[src/rtl/boot_pkg.sv]
// Shared types and widths for the cpu_boot_ctrl boot/run sequencer.
package boot_pkg;

    localparam int WORD_W = 32;
    localparam int CNT_W  = 32;

    typedef enum logic [2:0] {
        IDLE = 3'd0,
        LOAD = 3'd1,
        HOLD = 3'd2,
        RUN  = 3'd3,
        DONE = 3'd4
    } boot_state_t;

    // Increment that sticks at all-ones instead of wrapping.
    function automatic logic [CNT_W-1:0] sat_inc(input logic [CNT_W-1:0] value);
        if (value == {CNT_W{1'b1}}) begin
            return value;
        end else begin
            return value + {{(CNT_W-1){1'b0}}, 1'b1};
        end
    endfunction

endpackage

[src/rtl/boot_cycle_cnt.sv]
// Saturating RUN cycle counter with synchronous clear/enable and a limit compare
// that feeds the optional watchdog.
module boot_cycle_cnt
    import boot_pkg::*;
#(
    parameter int LIMIT    = 1024,
    parameter bit LIMIT_EN = 1'b0
) (
    input  logic             clk,
    input  logic             rst,
    input  logic             clr,
    input  logic             en,
    output logic [CNT_W-1:0] count,
    output logic             at_limit
);

    localparam logic [CNT_W-1:0] LIMIT_VAL = CNT_W'(LIMIT);

    // Count register; clear wins over enable.
    always_ff @(posedge clk or posedge rst) begin
        if (rst) begin
            count <= {CNT_W{1'b0}};
        end else if (clr) begin
            count <= {CNT_W{1'b0}};
        end else if (en) begin
            count <= sat_inc(count);
        end else begin
            count <= count;
        end
    end

    assign at_limit = LIMIT_EN && (count == LIMIT_VAL);

endmodule

[src/rtl/cpu_boot_ctrl.sv]
// Boot/run sequencer: streams program words into instruction memory, holds the CPU in
// reset, releases it and times the run. Define BOOT_WATCHDOG_EN to add the RUN watchdog.
module cpu_boot_ctrl
    import boot_pkg::*;
#(
    parameter int ADDR_W      = 8,
    parameter int HOLD_CYCLES = 2,
    parameter int MAX_CYCLES  = 1024
) (
    input  logic              clk,
    input  logic              rst,
    input  logic              ld_valid,
    output logic              ld_ready,
    input  logic [WORD_W-1:0] ld_data,
    input  logic              ld_last,
    output logic              imem_we,
    output logic [ADDR_W-1:0] imem_addr,
    output logic [WORD_W-1:0] imem_wdata,
    output logic              cpu_rst,
    input  logic              cpu_halt,
    input  logic              restart,
    output logic              running,
    output logic              done,
    output logic              timeout,
    output logic [CNT_W-1:0]  cycle_count
);

`ifdef BOOT_WATCHDOG_EN
    localparam bit WD_EN = 1'b1;
`else
    localparam bit WD_EN = 1'b0;
`endif

    localparam logic [ADDR_W-1:0] PTR_LAST  = {ADDR_W{1'b1}};
    localparam logic [3:0]        HOLD_LAST = 4'(HOLD_CYCLES - 1);

    boot_state_t       state_r;
    logic [ADDR_W-1:0] ptr_r;
    logic [3:0]        hold_cnt_r;

    logic handshake_s;
    logic hold_done_s;
    logic wd_hit_s;
    logic cnt_en_s;
    logic cnt_clr_s;

    assign ld_ready    = (state_r == IDLE) || (state_r == LOAD);
    assign handshake_s = ld_valid && ld_ready;
    assign hold_done_s = (state_r == HOLD) && (hold_cnt_r == HOLD_LAST);

    // Ticking on the HOLD->RUN edge makes the first RUN cycle read 1; the count freezes on exit.
    assign cnt_en_s  = hold_done_s || ((state_r == RUN) && !cpu_halt && !wd_hit_s);
    assign cnt_clr_s = (state_r == DONE) && restart;

    boot_cycle_cnt #(
        .LIMIT    (MAX_CYCLES),
        .LIMIT_EN (WD_EN)
    ) u_cycle_cnt (
        .clk      (clk),
        .rst      (rst),
        .clr      (cnt_clr_s),
        .en       (cnt_en_s),
        .count    (cycle_count),
        .at_limit (wd_hit_s)
    );

    // Sequencer state, load pointer, memory write port and CPU control outputs.
    always_ff @(posedge clk or posedge rst) begin
        if (rst) begin
            state_r    <= IDLE;
            ptr_r      <= {ADDR_W{1'b0}};
            hold_cnt_r <= 4'd0;
            cpu_rst    <= 1'b1;
            imem_we    <= 1'b0;
            imem_addr  <= {ADDR_W{1'b0}};
            imem_wdata <= {WORD_W{1'b0}};
            running    <= 1'b0;
            done       <= 1'b0;
        end else begin
            imem_we <= handshake_s;
            if (handshake_s) begin
                imem_addr  <= ptr_r;
                imem_wdata <= ld_data;
            end

            case (state_r)
                IDLE, LOAD: begin
                    if (handshake_s) begin
                        // The pointer parks on the last word rather than wrapping.
                        if (ptr_r != PTR_LAST) begin
                            ptr_r <= ptr_r + ADDR_W'(1'b1);
                        end
                        if (ld_last || (ptr_r == PTR_LAST)) begin
                            state_r    <= HOLD;
                            hold_cnt_r <= 4'd0;
                        end else begin
                            state_r <= LOAD;
                        end
                    end
                end
                HOLD: begin
                    if (hold_done_s) begin
                        state_r <= RUN;
                        cpu_rst <= 1'b0;
                        running <= 1'b1;
                    end else begin
                        hold_cnt_r <= hold_cnt_r + 4'd1;
                    end
                end
                RUN: begin
                    if (cpu_halt || wd_hit_s) begin
                        state_r <= DONE;
                        cpu_rst <= 1'b1;
                        running <= 1'b0;
                        done    <= 1'b1;
                    end
                end
                DONE: begin
                    if (restart) begin
                        state_r <= IDLE;
                        ptr_r   <= {ADDR_W{1'b0}};
                        done    <= 1'b0;
                    end
                end
                default: begin
                    state_r <= IDLE;
                    ptr_r   <= {ADDR_W{1'b0}};
                    cpu_rst <= 1'b1;
                    running <= 1'b0;
                    done    <= 1'b0;
                end
            endcase
        end
    end

`ifdef BOOT_WATCHDOG_EN
    // Timeout flag: only a watchdog exit sets it; a simultaneous halt takes precedence.
    always_ff @(posedge clk or posedge rst) begin
        if (rst) begin
            timeout <= 1'b0;
        end else if ((state_r == RUN) && wd_hit_s && !cpu_halt) begin
            timeout <= 1'b1;
        end else if (cnt_clr_s) begin
            timeout <= 1'b0;
        end else begin
            timeout <= timeout;
        end
    end
`else
    assign timeout = 1'b0;
`endif

endmodule

[config.mk]
export PLATFORM = sky130hd
export DESIGN_NAME = cpu_boot_ctrl
export DESIGN_NICKNAME = d
export VERILOG_FILES = /design/src/rtl/boot_pkg.sv /design/src/rtl/boot_cycle_cnt.sv /design/src/rtl/cpu_boot_ctrl.sv
export SDC_FILE = /design/constraint.sdc
export NUM_CORES = 1
export LEC_CHECK = 0
export CAP_MARGIN = 40
export CORE_MARGIN = 5
export CORE_UTILIZATION = 53
export DETAILED_ROUTE_END_ITERATION = 12
export PLACE_DENSITY = 0.86
export RECOVER_POWER = 25
export SLEW_MARGIN = 20
export SYNTH_ARGS = -nofsm -noshare
export SYNTH_HDL_FRONTEND = slang
export SYNTH_SLANG_ARGS = --single-unit
[constraint.sdc]
create_clock -name clk -period 5.77 [get_ports clk]
set_clock_uncertainty 0.15 [all_clocks]
set_input_delay 1.154 -clock clk [delete_from_list [all_inputs] [get_ports clk]]
set_output_delay 1.154 -clock clk [all_outputs]
set_load 0.01 [all_outputs]
==> flow_metrics.env <==
export IMPL_regArea_sq_mm=0.00228
export IMPL_vias_per_cell=6.11
export IMPL_numCtsBuffers=9
export IMPL_numClockSinks=91
export IMPL_finalNonFillerCells=644
export IMPL_hpwlAfterDp_microns=8720
export IMPL_synth_top_area_share_pct=49.5
export IMPL_start_util_pct=54.8
export IMPL_post_place_ws_ps=2070
export IMPL_path_max_fanout=22
export IMPL_design_core_area_sq_mm=0.00830
export IMPL_dpl_cell_area_sq_mm=0.00579
export IMPL_cts_hold_buffers=0
export IMPL_antenna_cells=0
export IMPL_hp_class="register to register"
export IMPL_ios=116
export IMPL_r2r_setup_slack_ps=2780
export IMPL_max_freq_mhz=302
export IMPL_port_buffers=114
export IMPL_clockBufferDepth=2
export IMPL_worst_pin_slew_ps=1450
export IMPL_syn_nets=468
export IMPL_syn_inst=426
export IMPL_cp_required_ps=5860
export IMPL_tritoncts="built"
export IMPL_grt_pass1_wl_microns=19400
export IMPL_worst_slack_ps=2460
export IMPL_power_density_mw_per_mm2=501
export IMPL_hold_violations=0
export IMPL_period_share_pct=57.4
export IMPL_setup_tns_ps=0
export IMPL_gp_congestion=0.895
export IMPL_rsz0062_at_grt="false"
export IMPL_die_y_microns=103
export IMPL_place_inst=627
export IMPL_nets=576
export IMPL_period_minus_slack_ps=3310
export IMPL_post_cts_setup_buffers=0
export IMPL_synth_seq_area_share_pct=50.1
export IMPL_slew_violations=0
export IMPL_ys_flop_type="dfrtp_1"
export IMPL_crit_type="primary input to register"
export IMPL_synth_distinct_cells=56
export IMPL_p_leak_nw=2.46
export IMPL_multi_input_area_sq_mm=0.00216
export IMPL_relSlewSlack_pct=3.50
export IMPL_status="completed"
export IMPL_synthesis_area_sq_mm=0.00455
export IMPL_ys_ff_latch=91
export IMPL_utilization_pct=72.5
export IMPL_async_flop_share_pct=100
export IMPL_htreeDepth=3
export IMPL_grt_use_total_pct=23.5
export IMPL_drtIter0Drc=172
export IMPL_cts_root_buf="clkbuf_8"
export IMPL_clk_pin_slew_worst_paths_ps=90
export IMPL_cts_resized_gates=0
export IMPL_worst_ep_arrival_time_ps=3410
export IMPL_netlist_top_cells_area="dfrtp_1, mux2_2, nand2_1"
export IMPL_die_x_microns=103
export IMPL_rows=33
export IMPL_cp_start_kind="primary input"
export IMPL_yosysTopAreaCell="dfrtp_1"
export IMPL_first_global_vias=3937
export IMPL_wl_per_cell_microns=18.6
export IMPL_worst_setup_path_end_kind="register"
export IMPL_clk_latency_ps=360
export IMPL_first_pass_iters=4
export IMPL_antenna_found_initial=0
export IMPL_avgSynthCellArea_sq_um=10.7
export IMPL_vias=3938
export IMPL_die_area_sq_mm=0.0105
export IMPL_design_area_sq_mm=0.00602
export IMPL_power_mw=3.02
export IMPL_finalSetupViolCount=0
export IMPL_timing_hold_ws_ps=362
export IMPL_drc=0
export IMPL_fill_cells=572
export IMPL_worst_ir_drop_vdd_uv=289
export IMPL_grt_overflow_total=0
export IMPL_final_layout_size_suffix_gt1_share_pct=14.7
export IMPL_wl_microns=12000
export IMPL_synth_edf_count=0
export IMPL_maxCapViolCount=0
export IMPL_grt_max_degree=36
export IMPL_yosysWarningCount=0
export IMPL_area_delta_synth_final_pct=32.3
export IMPL_ant_nets=0
-- area by class of cell --
cell class	count	share of cell area [%]
Clock inverter	6	1.48
Clock buffer	10	2.12
Sequential cell	91	37.8
Multi-Input combinational cell	310	35.9
Inverter	3	0.208
Tap cell	105	2.18
Timing Repair Buffer	119	20.2
-- final timing paths --
check,cells past startpoint,from,to
max in group asynchronous,4,rst,imem_wdata[0]
worst min register to register,1,imem_addr[0],imem_addr[0]
worst max register to register,4,state_r[2],imem_wdata[27]
min in group asynchronous,2,rst,imem_addr[4]
worst min-delay path,1,imem_addr[0],imem_addr[0]
worst max-delay path,4,ld_valid,imem_wdata[27]
-- placed cells by master, fill, tap and decap left out, drive strengths merged, types with 3 or more instances in the layout --
| master | n |
|---|---|
| mux2 | 41 |
| mux2i | 6 |
| clkinvlp | 3 |
| nand4 | 15 |
| xnor2 | 4 |
| a211oi | 3 |
| nor3 | 7 |
| ha | 4 |
| nor4 | 10 |
| nand2 | 36 |
| a21o | 5 |
| clkbuf | 10 |
| o21a | 4 |
| or3 | 5 |
| nand4b | 4 |
| dlygate4sd3 | 3 |
| and4 | 11 |
| or4 | 6 |
| nand2b | 5 |
| dfrtp | 90 |
| nor2 | 26 |
| and2 | 10 |
| nand3 | 16 |
| buf | 5 |
| and3 | 7 |
| a21oi | 23 |
| clkdlybuf4s50 | 111 |
| inv | 3 |
| o21ai | 23 |
| a221o | 8 |
| o31ai | 7 |
-- synthesized netlist by cell type, types with 4 or more instances --
cell type and instances:
nand2_1 36, or3_1 5, o31ai_1 7, o21ai_0 22, mux2i_1 6, nor3_1 7
xnor2_1 4, and3_1 7, nand3_1 16, a221o_1 8, ha_1 4, nor2_1 26
a21o_1 5, and4_4 7, mux2_2 41, nand4b_1 4, nand4_1 14, nor4_1 9
and2_1 10, dfrtp_1 90, clkbuf_1 14, and4_1 4, or4_1 5, a21oi_1 22
nand2b_1 5, o21a_1 4
-- layer usage --
layer / GRT usage [%] / share of wire, %
met5: 0 / 0
met4: 7.97 / 1.9
met3: 9.47 / 11
met2: 38.6 / 49
met1: 28.2 / 38
-- cells by family after synthesis --
| kind of cell | after synthesis | synth area share [%] |
|---|---|---|
| mux | 47 | 11.5 |
| flops | 91 | 50.1 |
| xor+xnor | 4 | 0.770 |
| compound gates | 89 | 13.1 |
| fa+ha+maj | 4 | 1.10 |
| simple gates | 165 | 21.0 |
| other cells | 1 | 0.0824 |
| buf+inv | 25 | 2.45 |
-- flip-flops by register name (all words and copies together), names as in the netlist, 3 cells and up --
register	count
ptr_r	8
u_cycle_cnt.count	32
state_r	3
imem_addr	8
hold_cnt_r	4
imem_wdata	32
-- power by group --
part / switching [mW] / internal [mW] / total (mW) / leakage, nW
clock: 0.228 / 0.245 / 0.473 / 0.103
sequential: 0.295 / 0.902 / 1.20 / 1.13
combinational: 0.600 / 0.748 / 1.35 / 1.22
total: 1.12 / 1.90 / 3.02 / 2.46
-- critical path: stages --
cell and delay, ps:
clkdlybuf4s50_1 520, and2_0 1110, buf_16 260, mux2_2 350
Note: power is estimated with default switching activity, not from simulation.
